[src/rtl/wave_addr_sequencer.sv]
// Phase-accumulator address sequencer for three shared-address waveform ROMs.
// Frequency and waveform changes take effect only at period boundaries.
module wave_addr_sequencer #(
  parameter int ACC_W   = 32,
  parameter int ADDR_W  = 12,
  parameter int DATA_W  = 8,
  parameter int ROM_LAT = 1
) (
  input  logic              clk,
  input  logic              rst,
  input  logic              en,
  input  logic [ACC_W-1:0]  freq_word,
  input  logic              freq_load,
  input  logic [1:0]        wave_sel,
  output logic [ADDR_W-1:0] addr,
  input  logic [DATA_W-1:0] rom_sin,
  input  logic [DATA_W-1:0] rom_sq,
  input  logic [DATA_W-1:0] rom_tri,
  output logic [DATA_W-1:0] dout,
  output logic              dout_valid,
  output logic              busy,
  output logic              period_tick
);

  typedef enum logic [1:0] {IDLE, RUN, STOP} state_t;

  state_t             state, state_nxt;
  logic [ACC_W-1:0]   acc, acc_nxt, sum;
  logic               carry, wrap;
  logic [ACC_W-1:0]   freq_pend, freq_act, freq_act_nxt, freq_eff;
  logic [1:0]         sel_act, sel_nxt;
  logic [ROM_LAT-1:0] vld_sh;
  logic [1:0]         sel_sh [ROM_LAT];
  logic [DATA_W-1:0]  mux_val;

  // A load arriving on the wrap edge itself must still apply to that wrap.
  always_comb begin
    {carry, sum} = {1'b0, acc} + {1'b0, freq_act};
    freq_eff     = freq_load ? freq_word : freq_pend;
    wrap         = (state != IDLE) && carry;
    state_nxt    = state;
    acc_nxt      = acc;
    freq_act_nxt = freq_act;
    sel_nxt      = sel_act;
    case (state)
      IDLE: begin
        acc_nxt      = '0;
        freq_act_nxt = freq_eff;
        if (en) begin
          state_nxt = RUN;
          sel_nxt   = wave_sel;
        end
      end
      RUN: begin
        acc_nxt = sum;
        if (!en) state_nxt = STOP;
      end
      STOP: begin
        acc_nxt = sum;
        if (wrap) begin
          state_nxt = IDLE;
          acc_nxt   = '0;
        end else if (en) begin
          state_nxt = RUN;
        end
      end
      default: state_nxt = IDLE;
    endcase
    if (wrap) begin
      freq_act_nxt = freq_eff;
      sel_nxt      = wave_sel;
    end
  end

  always_ff @(posedge clk) begin
    if (rst) begin
      state       <= IDLE;
      acc         <= '0;
      freq_pend   <= '0;
      freq_act    <= '0;
      sel_act     <= '0;
      period_tick <= 1'b0;
    end else begin
      state       <= state_nxt;
      acc         <= acc_nxt;
      freq_act    <= freq_act_nxt;
      sel_act     <= sel_nxt;
      period_tick <= wrap;
      if (freq_load) freq_pend <= freq_word;
    end
  end

  assign addr = acc[ACC_W-1 -: ADDR_W];
  assign busy = (state != IDLE);

  // Issue flag and select travel alongside the ROM read so the mux sees the
  // select that was active when the address was presented.
  always_ff @(posedge clk) begin
    if (rst) begin
      vld_sh <= '0;
      for (int i = 0; i < ROM_LAT; i++) sel_sh[i] <= 2'd0;
    end else begin
      vld_sh[0] <= busy;
      sel_sh[0] <= sel_act;
      for (int i = 1; i < ROM_LAT; i++) begin
        vld_sh[i] <= vld_sh[i-1];
        sel_sh[i] <= sel_sh[i-1];
      end
    end
  end

  always_comb begin
    mux_val = {1'b1, {(DATA_W-1){1'b0}}};
    case (sel_sh[ROM_LAT-1])
      2'd0:    mux_val = rom_sin;
      2'd1:    mux_val = rom_sq;
      2'd2:    mux_val = rom_tri;
      default: mux_val = {1'b1, {(DATA_W-1){1'b0}}};
    endcase
  end

  // dout is only updated by valid samples so it holds once the run ends.
  always_ff @(posedge clk) begin
    if (rst) begin
      dout       <= '0;
      dout_valid <= 1'b0;
    end else begin
      dout_valid <= vld_sh[ROM_LAT-1];
      if (vld_sh[ROM_LAT-1]) dout <= mux_val;
    end
  end

endmodule

[config.mk]
export PLATFORM = sky130hd
export DESIGN_NAME = wave_addr_sequencer
export DESIGN_NICKNAME = d
export VERILOG_FILES = /design/src/rtl/wave_addr_sequencer.sv
export SDC_FILE = /design/constraint.sdc
export NUM_CORES = 1
export LEC_CHECK = 0
export CORE_ASPECT_RATIO = 1.1
export CORE_UTILIZATION = 52
export CTS_CLUSTER_DIAMETER = 40
export DETAILED_ROUTE_END_ITERATION = 10
export HOLD_SLACK_MARGIN = 0.03
export PLACE_DENSITY = 0.78
export SYNTH_ARGS = -nofsm -noshare
export SYNTH_HDL_FRONTEND = slang
export SYNTH_SLANG_ARGS = --single-unit
[constraint.sdc]
create_clock -name clk -period 2.9 [get_ports clk]
set_input_delay 0.87 -clock clk [delete_from_list [all_inputs] [get_ports clk]]
set_output_delay 0.87 -clock clk [all_outputs]
set_load 0.03 [all_outputs]
# ---- Word-level counts from Yosys, hierarchy flattened
# Memories as Yosys holds them, arrays and structs flattened.
# Index checks and enable logic that the tools add are counted.
dict set report totals {
  regBits 111
  latch_bits 0
  ramBits 2
  rom_bits 0
  out_inout_bits 23
  word_cells 43
  mem_count 1
}
# memory words width read_ports rd_ports_with_merged_regs write_ports line_no
set memory_table {}
lappend memory_table {sel_sh 1 2 1 0 1 33} ;# logic [1:0] sel_sh [ROM_LAT];
dict set report classes {
  n_addsub 1
  n_mul 0
  div_mod_pow 0
  magnitude_cmp 0
  eq_ne 5
  n_shift 0
  mux 18
  bitwise_logic 0
  n_reduce_logical 9
}
# operator count
set op_table {}
lappend op_table {{32-bit two-way mux} 4}
lappend op_table {{32-bit case mux with 3 select lines} 1}
lappend op_table {{32-bit by 32-bit adder with 33-bit output} 1}
lappend op_table {{8-bit case mux with 3 select lines} 1}
lappend op_table {{2-bit two-way mux} 7}
lappend op_table {{2-bit case mux with 3 select lines} 1}
lappend op_table {{2-bit nonzero test} 3}
lappend op_table {{2-bit by 1-bit equality test with 1-bit output, second input constant} 2}
lappend op_table {{2-bit equality test, second input constant} 2}
lappend op_table {{2-bit logical NOT} 2}
lappend op_table {{1-bit two-way mux} 4}
lappend op_table {{3-bit nonzero test} 1}
lappend op_table {{2-bit inequality test, second input constant} 1}
lappend op_table {{2-bit AND reduction} 1}
lappend op_table {{2-bit OR reduction} 1}
lappend op_table {{1-bit logical AND} 1}

# ---- Depth between registers and ports, before layout
dict set report logic_depth {
  ltp_word 4
  depth_mapped 12
  ltp_nobuf 11
}

# ---- Least setup slack after synthesis
# OpenSTA, ideal clock, no wires.
dict set report synth_timing {
  path_type {register -> register}
  from {register acc[0]}
  to {register acc[31]}
  arrival_ns 2.347
  required_time_ns 2.780
  slack_ns 0.433
  stages_incl_launch_ff 13
  synth_period_minus_slack_ns 2.467
  cell_sequence {dfxtp_1 > ha_1 > inv_1 > fa_1 > nand2b_1 > a21oi_1 > o21ai_2 > a211oi_4 > o21ai_4 > a21oi_2 > buf_6 > nor4_2 > a211o_1}
}
dict set report synth_between {
  elab_chain_cells 4
}
# item line_no
set synth_rtl {}
lappend synth_rtl {{from (decl)} 28} ;# logic [ACC_W-1:0] acc, acc_nxt, sum;
lappend synth_rtl {{from (signal assigned)} 85} ;# acc <= acc_nxt;
lappend synth_rtl {{32-bit by 32-bit adder with 33-bit output (*)} 38} ;# {carry, sum} = {1'b0, acc} + {1'b0, freq_act};
lappend synth_rtl {{1-bit logical AND} 40} ;# wrap = (state != IDLE) && carry;
lappend synth_rtl {{32-bit two-way mux} 60} ;# if (wrap) begin
lappend synth_rtl {{32-bit case mux with 3 select lines (*)} 45} ;# case (state)
# Mark *: on every way between the ends. The rest lies on a longest branch, timed or not.
# A chain may end at the register's enable or synchronous reset.

# ---- Worst setup path in the final report
dict set report layout_timing {
  from {register freq_act[0]}
  to {register freq_act[22]}
}
dict set report layout_between {
  elab_chain_cells 3
  word_cells_on_any_way 4
}
# item line_no
set layout_rtl {}
lappend layout_rtl {{from (decl)} 30} ;# logic [ACC_W-1:0] freq_pend, freq_act, freq_act_nxt, freq_eff;
lappend layout_rtl {{from (signal assigned)} 86} ;# freq_act <= freq_act_nxt;
lappend layout_rtl {{32-bit by 32-bit adder with 33-bit output (*)} 38}
lappend layout_rtl {{1-bit logical AND (*)} 40}
lappend layout_rtl {{32-bit two-way mux or 2-bit nonzero test (tied branches)} -}
# Marked as above.

==> reports/qor.csv <==
stage;metric;value;unit
layout;finalNetCount;850;
floorplanning;overall_die_area;12200;sq um
power_and_ir_drop;p_leak;3.09;nW
clock_tree;cts.root.buffer_cell;clkbuf_16;
routing;routed_via_density;5.55;
clock_tree;path_clk_slew;0.05;ns
power_and_ir_drop;vdd.ir_drop.worst;0.439;mV
sta;report.final.hold_viol_count;0;
routing;detail_route.wl_per_cell;14.3;microns
clock_tree;hold_buffers;0;
synth;mapped_nets;793;
sta;post-route-period-util;0.910;
layout;share_of_final_layout_standard_cells_stronger_than_drive_strength_1;0.111;
status;status;complete, no violations;
global_route;overflow;0;
worst_setup_path;worst_setup_path_end_kind;register;
clock_tree;cts_setup_buffers;0;
routing;detail-route-antenna-nets;0;
synth;yosysMostFrequentCell;dfxtp_1;
global_route;grt_max_degree;82;
routing;drc;0;
synth;synth.lib_cells_used.distinct;66;
sta;final_setup_violations;0;
place;routabilityCongestion;0.864;
clock_tree;cts_max_path_buffers;2;
clock_tree;cts_tree;built;
synth;postSynth.asyncResetShare;0;
min_path;hold_class;reg -> reg;
place;pre_cts_slack;0.116;ns
sta;setup-tns-final;0;ns
sta;fin_crit;2.64;ns
sta;tightestPinTransition;0.943;ns
clock_tree;cts.sinks;113;
sta;finClkSkew;0.0117;ns
synth;synth_ff_type;dfxtp_1;
clock_tree;htree_levels;4;
floorplanning;die-height;116;microns
worst_setup_path;timing_worst_setup_path_type;reg -> reg;
job;drv_cap;0;
place;port_buffers;84;
worst_setup_path;worst-endpoint-arrival;2.95;ns
synth;number_of_storage_elements_in_the_synthesis_netlist;113;
global_route;groute.usage.overall;0.227;
worst_setup_path;required;3.21;ns
synth;most_common_library_cells_after_synthesis;dfxtp_1 (113), nor2_1 (95), nand2_1 (60);
floorplanning;die_width;105;microns
global_route;antenna_found_initial;0;
clock_tree;cts_inserted_buffers;17;
synth;synth_warnings;0;
routing;routed_wirelength;13.0;mm
place;placedInstanceArea;6900;sq um
floorplanning;start_util;0.533;
routing;via_count;5067;
layout;final_area;7500;sq um
power_and_ir_drop;power_density;683;nW/um^2
global_route;grt_first_pass_wirelength;22.4;mm
layout;fillCellCount;930;
global_route;first_global_vias;5036;
layout;area_growth_syn_to_layout;23.1;%
sta;layout_setup_ws;0.262;ns
place;detailed_place_hpwl;9.26;mm
synth;syn_area_per_cell;8.80;sq um
worst_setup_path;cp_max_fo;28;
synth;netlist.area_leader.share;0.371;
synth;synth-edff-count;0;
clock_tree;clock_insertion_delay_worst_skew;0.42;ns
synth;synth-seq-area-share;0.371;
floorplanning;i_o_pins;85;
synth;synth_area_leaders;dfxtp_1 (37%), ha_1 (7.6%), mux2i_1 (6.4%), nor2_1 (5.8%), a211oi_2 (4.3%);
floorplanning;floorplan.rows;41;
routing;firstDrtPassIters;5;
sta;final-max-slew-violation-count;0;
synth;area_leader_netlist;dfxtp_1;
layout;antenna_diode_instance_count;0;
worst_setup_path;setup.worst_path.start_class;register;
synth;synthesis.area;6100;sq um
routing;drt-initial-drc-count;171;
sta;fmaxAchievable;379;MHz
sta;rsz0062_at_grt;no;
synth;cell_count_after_synthesis;693;
sta;max-slew-margin-rel;0.371;
floorplanning;design.core.area;11400;sq um
final timing paths:
kind / cells after the start / endpoint / start / slack (ns)
setup / recovery: 12 / freq_act[22]$_SDFFE_PP0P_ / freq_act[0]$_SDFFE_PP0P_ / 0.26
hold / removal: 2 / acc[8]$_SDFFE_PP0P_ / acc[8]$_SDFFE_PP0P_ / 0.46
setup reg to reg: 12 / freq_act[22]$_SDFFE_PP0P_ / freq_act[0]$_SDFFE_PP0P_ / 0.26
hold reg to reg: 2 / acc[8]$_SDFFE_PP0P_ / acc[8]$_SDFFE_PP0P_ / 0.46
repair_timing:
action / 4_1_cts / 5_1_grt
endpoints found under the hold margin: 0 / 0
endpoints found under the setup margin: 0 / 27
gates resized for setup: 0 / 3
power by group:
part	total, mW	switching (mW)	internal [mW]
Combinational	1.20	0.693	0.509
Sequential	1.86	0.122	1.74
Clock	2.07	0.708	1.36
Total	5.13	1.52	3.60
cell families after synthesis:
| family | count (synthesis) | share of synthesized area |
|---|---|---|
| AO/OA/AOI/OAI | 191 | 0.231 |
| XOR/XNOR | 28 | 0.0402 |
| multiplexers | 40 | 0.0659 |
| flip-flops | 113 | 0.371 |
| AND/OR/NAND/NOR | 209 | 0.150 |
| adder cells (fa/ha/maj) | 38 | 0.0792 |
| buffers and inverters | 74 | 0.0618 |
metrics by stage:
step           utilization  cells  power (mW)  hold slack [ns]
2_1_floorplan            -    693        2.77            0.428
3_3_place_gp         0.604    881        3.02            0.440
3_5_place_dp         0.604    881        3.07            0.451
4_1_cts              0.655    913        5.15            0.463
5_1_grt              0.656    913        5.37            0.478
6_report             0.656    913        5.13            0.461
final cells by class:
type | count | area, sq um | share of cell area
inverter | 19 | 71.3 | 0.00951
clock buffer | 20 | 447 | 0.0595
timing repair buffer | 93 | 930 | 0.124
sequential | 113 | 2260 | 0.302
clock inverter | 12 | 140 | 0.0187
multi-input combinational | 506 | 3460 | 0.462
tap | 150 | 188 | 0.0250
cells in the final DEF (no fill, tap or decap), types with 7 or more instances in the layout:
master           Yosys  routed
xor2_1              16      16
inv_1               19      19
a21o_1              13      13
clkinv_2             0       7
a21oi_1             42      41
dfxtp_1            113     113
a211oi_1            23      23
clkdlybuf4s50_1      0      81
xnor2_1             12      12
nor2_1              95      95
nand2_1             60      60
mux2i_1             39      39
o21ai_0             42      42
nand3_1             13      13
ha_1                37      37
a211oi_2            21      21
clkbuf_16            0      17
flip-flops by register name, indices dropped and copies added, names as in the netlist:
name         flops
acc             32
freq_act        32
freq_pend       32
dout             8
sel_act          2
sel_sh           2
state            2
dout_valid       1
period_tick      1
vld_sh           1
critical path, cell delays in order (launching register included):
cell and delay, ns:
dfxtp_1 0.34, ha_1 0.17, inv_1 0.06, fa_1 0.39, nand2b_1 0.19, a21oi_2 0.19
o21ai_2 0.13, a211oi_4 0.30, o21ai_4 0.12, nand2_2 0.12, buf_6 0.24, nor2_1 0.07
a211oi_1 0.22
routing by layer:
metal | track usage | up-vias | part of all wire | routed length [microns]
met5 | 0 | - | 0 | 0
met4 | 0.111 | 0 | 0.023 | 294
met3 | 0.0461 | 24 | 0.049 | 640
met2 | 0.409 | 136 | 0.51 | 6630
met1 | 0.258 | 2358 | 0.42 | 5470
li1 | - | 2549 | - | -
Power figures use the tool's default switching activity.
